==> config.mk <==
export PLATFORM = sky130hd
export DESIGN_NAME = bus_arbiter
export DESIGN_NICKNAME = d
export VERILOG_FILES = /design/src/rtl/bus_arbiter_pkg.sv /design/src/rtl/bus_rr_pick.sv /design/src/rtl/bus_arbiter.sv
export SDC_FILE = /design/constraint.sdc
export NUM_CORES = 1
export LEC_CHECK = 0
export ABC_CLOCK_PERIOD_IN_PS = 3250
export CAP_MARGIN = 20
export CORE_AREA = 2 2 65 67
export CTS_CLUSTER_SIZE = 10
export DETAILED_ROUTE_END_ITERATION = 7
export DIE_AREA = 0 0 67 69
export PLACE_DENSITY = 0.82
export SETUP_SLACK_MARGIN = 0.4
export SYNTH_ARGS = -nofsm -noshare
export SYNTH_HDL_FRONTEND = slang
export SYNTH_HIERARCHICAL = 1
export SYNTH_SLANG_ARGS = --single-unit
==> constraint.sdc <==
create_clock -name clk -period 3.25 [get_ports clk]
set_input_delay 0.65 -clock clk [delete_from_list [all_inputs] [get_ports clk]]
set_output_delay 0.65 -clock clk [all_outputs]
set_load 0.005 [all_outputs]
==> src/rtl/bus_arbiter_pkg.sv <==
// Shared constants, state encoding and helpers for the four-master bus arbiter.
package bus_arbiter_pkg;

  localparam int unsigned NUM_MASTERS      = 4;
  localparam int unsigned MASTER_W         = 2;
  localparam int unsigned BUS_SLAVE_ADDR   = 3;
  localparam int unsigned MAX_HOLD_DEFAULT = 16;

  localparam logic ENABLE  = 1'b1;
  localparam logic DISABLE = 1'b0;

  typedef enum logic [1:0] {
    IDLE   = 2'd0,
    GRANT  = 2'd1,
    REVOKE = 2'd2
  } arb_state_t;

  // One-hot grant vector for a master index.
  function automatic logic [NUM_MASTERS-1:0] onehot(input logic [MASTER_W-1:0] idx);
    logic [NUM_MASTERS-1:0] v;
    v      = '0;
    v[idx] = ENABLE;
    return v;
  endfunction

endpackage

==> src/rtl/bus_rr_pick.sv <==
// Round-robin picker: first requester after last_owner, wrapping 3 -> 0,
// so last_owner itself is considered last.
module bus_rr_pick
  import bus_arbiter_pkg::*;
(
  input  logic [NUM_MASTERS-1:0] req,
  input  logic [MASTER_W-1:0]    last_owner,
  output logic [MASTER_W-1:0]    pick,
  output logic                   valid
);

  logic [MASTER_W-1:0] idx;

  // Scan from last_owner+1 upward; the first hit wins.
  always_comb begin
    pick  = last_owner;
    valid = DISABLE;
    idx   = '0;
    for (int unsigned i = 1; i <= NUM_MASTERS; i++) begin
      idx = last_owner + MASTER_W'(i);
      if (!valid && req[idx]) begin
        pick  = idx;
        valid = ENABLE;
      end
    end
  end

endmodule

==> src/rtl/bus_arbiter.sv <==
// Four-master round-robin bus arbiter with hold-time limit and forced
// one-cycle release when another master is waiting.
module bus_arbiter
  import bus_arbiter_pkg::*;
#(
  parameter int unsigned MAX_HOLD = MAX_HOLD_DEFAULT
) (
  input  logic                      clk,
  input  logic                      reset,
  input  logic                      m0_req,
  input  logic                      m1_req,
  input  logic                      m2_req,
  input  logic                      m3_req,
  input  logic [31:0]               m0_addr,
  input  logic [31:0]               m1_addr,
  input  logic [31:0]               m2_addr,
  input  logic [31:0]               m3_addr,
  output logic                      m0_grnt,
  output logic                      m1_grnt,
  output logic                      m2_grnt,
  output logic                      m3_grnt,
  output logic [1:0]                owner,
  output logic                      bus_busy,
  output logic [BUS_SLAVE_ADDR-1:0] s_addr
);

  localparam int unsigned      CNT_W    = $clog2(MAX_HOLD + 1);
  localparam logic [CNT_W-1:0] HOLD_MAX = CNT_W'(MAX_HOLD);

  arb_state_t                state, state_nx;
  logic [NUM_MASTERS-1:0]    req, grant, grant_nx;
  logic [MASTER_W-1:0]       owner_q, owner_nx, pick;
  logic                      pick_valid;
  logic [CNT_W-1:0]          hold_cnt, hold_cnt_nx;
  logic                      others_req, revoke, decide;
  logic [BUS_SLAVE_ADDR-1:0] addr_sel;
  logic                      addr_unused;

  assign req = {m3_req, m2_req, m1_req, m0_req};

  bus_rr_pick u_pick (
    .req        (req),
    .last_owner (owner_q),
    .pick       (pick),
    .valid      (pick_valid)
  );

  // Revoke when the hold limit is reached and someone else is waiting.
  always_comb begin
    others_req = |(req & ~onehot(owner_q));
    revoke     = (hold_cnt == HOLD_MAX) && req[owner_q] && others_req;
  end

  // Next-state logic; IDLE, REVOKE and an owner release all share one
  // round-robin decision so a handover never leaves an idle gap.
  always_comb begin
    state_nx    = state;
    grant_nx    = grant;
    owner_nx    = owner_q;
    hold_cnt_nx = hold_cnt;
    decide      = DISABLE;
    case (state)
      GRANT: begin
        if (!req[owner_q]) begin
          decide = ENABLE;
        end else if (revoke) begin
          state_nx    = REVOKE;
          grant_nx    = '0;
          hold_cnt_nx = '0;
        end else if (hold_cnt != HOLD_MAX) begin
          hold_cnt_nx = hold_cnt + CNT_W'(1);
        end
      end
      default: decide = ENABLE;
    endcase
    if (decide) begin
      if (pick_valid) begin
        state_nx    = GRANT;
        grant_nx    = onehot(pick);
        owner_nx    = pick;
        hold_cnt_nx = CNT_W'(1);
      end else begin
        state_nx    = IDLE;
        grant_nx    = '0;
        hold_cnt_nx = '0;
      end
    end
  end

  // State, grant, owner and hold counter registers.
  always_ff @(posedge clk or posedge reset) begin
    if (reset) begin
      state    <= IDLE;
      grant    <= '0;
      owner_q  <= 2'd3;
      hold_cnt <= '0;
    end else begin
      state    <= state_nx;
      grant    <= grant_nx;
      owner_q  <= owner_nx;
      hold_cnt <= hold_cnt_nx;
    end
  end

  // Slave index from the owner's address; forced to zero with no grant.
  always_comb begin
    case (owner_q)
      2'd0:    addr_sel = m0_addr[31:29];
      2'd1:    addr_sel = m1_addr[31:29];
      2'd2:    addr_sel = m2_addr[31:29];
      default: addr_sel = m3_addr[31:29];
    endcase
    s_addr = (|grant) ? addr_sel : '0;
  end

  // Low address bits are decoded downstream, not by the arbiter.
  assign addr_unused = ^{m0_addr[28:0], m1_addr[28:0], m2_addr[28:0], m3_addr[28:0]};

  assign m0_grnt  = grant[0];
  assign m1_grnt  = grant[1];
  assign m2_grnt  = grant[2];
  assign m3_grnt  = grant[3];
  assign owner    = owner_q;
  assign bus_busy = |grant;

endmodule

==> metrics.csv, run 1 <==
metric,value,unit
final_nets,242,
crit_path_start,m3_addr[30],
clock_latency,240,ps
core,0.00391,sq mm
io_pins,144,
synthCells,77,
cts.sinks,13,
endpoint_kind,primary output,
die-area,0.00462,sq mm
antenna_left,0,
powerDensity,792,mW/mm^2
h-tree-depth,1,
period_minus_slack,2750,ps
start_kind,input port,
hold-path-cell-count,1,
overflow,0,
yosysSeqAreaShare,0.379,
hold_slack,522,ps
worst_path_largest_cell_delay,470,ps
grt_pass1_wl,2.97,mm
status,"finished, final reports clean",
via_per_inst,4.41,
syn-mean-instance-area,11.2,sq um
clockRootBuffer,clkbuf_8,
clk_pin_slew,50,ps
drt_wl_total,1.67,mm
clock_skew,1.70,ps
die-width,67,microns
path_buf_inv,2,
yosys.area.top_type,dfrtp_1,
die_h,69,microns
yosys_warnings,6,
fin_setup_tns,0,ps
cts_made_buffers,3,
antenna_found_initial,0,
tightest_slew,789,ps
tritoncts,built,
worstSetupPathType,input port to primary output,
drive_above_1_share,0.133,
r2r_start,owner[0],
finalCritPeriodShare,0.848,
relSlewSlack,0.470,
postCtsSetupBuffers,0,
path_max_fanout,1,
dp_hpwl,1.32,mm
wl_met2,826,microns
peakVddDrop,0.000419,V
routedLengthMet1,748,microns
wl_per_cell,10.8,microns
cp.arrival,2100,ps
crit_chain,clkdlybuf4s50_1 -> mux4_2 -> nor2b_1 -> clkdlybuf4s50_1,
port_buffers,27,
cts_hold_buf,0,
place.gp.congestion,0.787,
syn2layout_area_growth,40.5,%
crit_path_top_delay_cell,clkdlybuf4s50_1,
drtIter0Drc,16,
cp.depth,4,
ys_ff_latch,13,
cts-resized-gates,0,
rsz0062_at_grt,false,
cpMostUsedCell,clkdlybuf4s50_1,
crit_family,buffers and inverters,
hold_viol,0,
synth.distinct_cells,34,
fmax,0.363,GHz
required,2600,ps
synth_area_leaders,"dfrtp_1 (32%), mux4_2 (10%), dfstp_2 (6.1%)",
n_antenna_cell,0,
track_usage,0.0808,
syn_nets,213,
leakage,0.000490,uW
dr.pass1.iters,4,
grt_pass1_vias,662,
cts_buffer_depth,2,
route.detailed.drc,0,
min-delay-start,grant[2],
mappedNetlistArea,865,sq um
drv_cap,0,
dr_wl_met3,61,microns
synth_top_area_frac,0.318,
drv_slew,0,
row_count,23,
start_util,0.221,
r2r_cells,4,
grt_max_degree,17,
finalSetupViolations,0,
vias,684,
hp-class,flip-flop to flip-flop,
top_layer,met4,
where the power goes:
| part | switching [uW] | internal [uW] | leakage [uW] |
|---|---|---|---|
| Combinational | 188 | 319 | 0.000304 |
| Sequential | 87.5 | 228 | 0.000163 |
| Clock | 53.2 | 86.3 | 0.0000228 |
| Total | 329 | 633 | 0.000490 |
cell type report:
| class | instances | area, sq um |
|---|---|---|
| clock buffer | 4 | 45.0 |
| fill | 411 | 2700 |
| inverter | 9 | 33.8 |
| multi-input combinational | 52 | 475 |
| sequential | 13 | 328 |
| tap | 50 | 62.6 |
| timing repair buffer | 27 | 270 |
synthesized netlist by cell type:
cell,n
or3_4,1
a31oi_1,1
a2bb2oi_1,1
mux4_2,4
nand3b_2,1
or4_1,1
buf_6,2
nor3b_1,1
nor4_1,1
dfstp_2,2
or2_1,1
nand2_1,1
clkbuf_2,1
mux2i_1,3
and2b_1,1
nand2b_1,2
nand3_1,2
ha_1,2
a21oi_1,2
nor2b_1,4
a32o_1,4
inv_1,9
mux2_2,2
nor3_1,3
o22ai_1,1
a221o_1,1
dfrtp_1,11
and4b_1,1
xnor2_1,4
a21o_1,1
nor2_1,1
a31oi_4,1
and2_1,3
or3_1,1
kinds of logic after synthesis:
group           count (synthesis)  synth area share
simple gates                   25             0.188
buf+inv                        12            0.0709
flops                          13             0.379
compound gates                 12             0.127
mux                             9             0.165
fa+ha+maj                       2            0.0289
xor+xnor                        4            0.0405
metal layers:
metal,GRT usage,up-vias
met5,0,-
met4,0.0476,0
met3,0.0131,2
met2,0.120,13
met1,0.109,333
li1,-,336
through the flow:
step / cell area [sq um] / util / setup slack (ps) / cells / power [uW]
6_report: 1210 / 0.310 / 495 / 155 / 962
3_5_place_dp: 1170 / 0.299 / 487 / 151 / 827
5_1_grt: 1210 / 0.310 / 442 / 155 / 1040
3_3_place_gp: 1170 / 0.299 / 484 / 151 / 819
4_1_cts: 1210 / 0.310 / 488 / 155 / 971
2_1_floorplan: 865 / - / 1270 / 77 / 650
final timing paths:
path	to	slack, ps
worst max-delay path	s_addr[1]	500
worst min-delay path	grant[2]	520
worst max register to register	owner[1]	1120
worst min register to register	grant[2]	520
max in group asynchronous	owner[0]	2160
min in group asynchronous	hold_cnt[1]	740
cells in the final DEF (no fill, tap or decap), types with 2 or more instances in the layout:
| master | n |
|---|---|
| clkdlybuf4s50_1 | 27 |
| dfrtp_1 | 11 |
| inv_1 | 9 |
| mux4_2 | 4 |
| xnor2_1 | 4 |
| nor2b_1 | 4 |
| a32o_1 | 4 |
| nor3_1 | 3 |
| mux2i_1 | 3 |
| and2_1 | 3 |
| clkbuf_8 | 3 |
| nand2b_1 | 2 |
| nand3_1 | 2 |
| mux2_2 | 2 |
| ha_1 | 2 |
| dfstp_2 | 2 |
| a21oi_1 | 2 |
flip-flops by register name, summed over array words and instances, names as in the netlist:
register and count:
hold_cnt 5, state 2, owner 2, grant 4
Note: power is estimated with default switching activity, not from simulation.
==> run 2: changes to the inputs <==
Settings changed: ABC_CLOCK_PERIOD_IN_PS 3250 to 2850, CORE_AREA 2 2 65 67 to 2 2 66 68, DIE_AREA 0 0 67 69 to 0 0 68 70, PLACE_DENSITY 0.82 to 0.79.
Clock period 3.25 ns to 2.85 ns, I/O delays scaled along.
==> run 2 against run 1 <==
  * Global-route usage grew 0.94 points
  * Routed wire length rose by 7.6%
  * Non-clock buffer count increased by 3
  * Clock-buffer cell count stayed put
  * Flip-flop and latch count is the same
  * Clock skew increased by 1.7 ps
  * Power is 15% higher
  * Sequential share of layout area fell by 0.49 points
  * Via count is 1.5% higher
  * Setup slack got worse by 52 ps
  * Final area up 1.9%
  * Register-to-register slack got worse by 310 ps
  * Largest cell class unchanged
  * Largest power group unchanged
==> metrics.csv, run 2 (synthesized netlist as in run 1, its figures left out) <==
metric,value,unit
status,"finished, final reports clean",
cp.arrival,1840,ps
die_h,70,microns
clock_latency,240,ps
clk_pin_slew,50,ps
layout_commonest_cell,clkdlybuf4s50_1,
h-tree-depth,1,
endpoint_kind,primary output,
drtIter0Drc,10,
hold_viol,0,
die-width,68,microns
relSlewSlack,0.615,
drv_cap,0,
grt_pass1_vias,726,
leakage,0.000511,uW
nFillCells,449,
report.power.total,1110,uW
finalSetupViolations,0,
antenna_left,0,
r2r_start,owner[0],
fin_setup_tns,0,ps
drt_wl_total,1.80,mm
powerDensity,896,mW/mm^2
wl_per_cell,11.2,microns
n_antenna_cell,0,
r2r_cells,5,
final_nets,245,
grt_max_degree,17,
worst_path_largest_cell_delay,440,ps
core,0.00414,sq mm
cts_hold_buf,0,
mostFrequentLayoutCells,"clkdlybuf4s50_1 (24), dfrtp_1 (11), inv_1 (9)",
period_minus_slack,2410,ps
design_area,0.00124,sq mm
dr.pass1.iters,4,
min-delay-start,grant[2],
start_kind,input port,
finalCritPeriodShare,0.845,
required,2280,ps
vias,694,
syn2layout_area_growth,43.1,%
cts_buffer_depth,2,
port_buffers,27,
antenna_found_initial,0,
worstSetupPathType,input port to primary output,
peakVddDrop,0.000427,V
io_pins,144,
start_util,0.209,
final_util,0.299,
setup_slack,443,ps
largest_reg_flops,5,
clockRootBuffer,clkbuf_8,
via_per_inst,4.34,
tritoncts,built,
dpl_cell_area,0.00119,sq mm
r2r-end,owner[0],
hold-path-cell-count,1,
die-area,0.00476,sq mm
path_max_fanout,1,
rsz0062_at_grt,false,
place_ws,241,ps
track_usage,0.0903,
hold_end,grant[2],
place.gp.congestion,0.744,
overflow,0,
crit_family,buffers and inverters,
route.detailed.drc,0,
drive_above_1_share,0.157,
reg2reg_slack,810,ps
clock_skew,3.39,ps
grt_pass1_wl,3.30,mm
dp_hpwl,1.39,mm
cts.sinks,13,
fmax,0.415,GHz
row_count,24,
crit_chain,clkdlybuf4s50_1 -> mux4_2 -> nor2b_1 -> dlygate4sd2_1,
drv_slew,0,
largest_registers,"hold_cnt x5, grant x4",
hp-class,flip-flop to flip-flop,
cts_made_buffers,3,
path_buf_inv,2,
crit_path_top_delay_cell,mux4_2,
regMostFlops,hold_cnt,
tightest_slew,572,ps
==> run 2: cell type report <==
cell class	count	area, sq um	share of cell area
repair buffers	30	290	0.235
multi-input cells	52	475	0.384
flip-flops and latches	13	328	0.265
clock buffers	4	45.0	0.0364
well taps	52	65.1	0.0526
inverters	9	33.8	0.0273
==> run 2: power breakdown <==
part | internal, uW | switching [uW]
combinational | 366 | 232
clock | 98.8 | 66.0
sequential | 259 | 86.3
total | 724 | 385
==> run 2: how the worst max path moves through the flow <==
| stage | start | end | slack, ps | cells past startpoint |
|---|---|---|---|---|
| 2_1_floorplan | owner[0] | owner[0] | 870 | 6 |
| 3_3_place_gp | m3_addr[31] | s_addr[2] | 260 | 4 |
| 3_5_place_dp | m3_addr[31] | s_addr[2] | 240 | 4 |
| 4_1_cts | m3_addr[31] | s_addr[2] | 430 | 4 |
| 5_1_grt | m0_addr[30] | s_addr[1] | 400 | 4 |
| 6_report | m0_addr[30] | s_addr[1] | 440 | 4 |
==> run 2: worst reg2reg max path, stage by stage (launching register included) <==
cell and delay, ps:
dfstp_2 590, buf_4 170, mux4_2 510, nand3b_2 160
and2_1 200, mux2_2 340
==> run 2: metrics by stage <==
stage / instances / hold WS [ps]
after global placement: 155 / 510
final: 160 / 533
after detailed placement: 155 / 520
after global routing: 160 / 561
after CTS: 160 / 533
after floorplan: 77 / 446
==> run 2: timing repair <==
item,4_1_cts,5_1_grt
buffers inserted,1,0
setup endpoints to repair,3,1
cloned,0,0
pin swaps,0,0
resized for setup,3,1
==> run 2: per-layer routing <==
layer,global-route usage,vias up,part of all wire
li1,-,342,-
met1,0.111,333,0.42
met2,0.142,16,0.50
met3,0.0225,3,0.060
met4,0.0467,0,0.020
met5,0,-,0
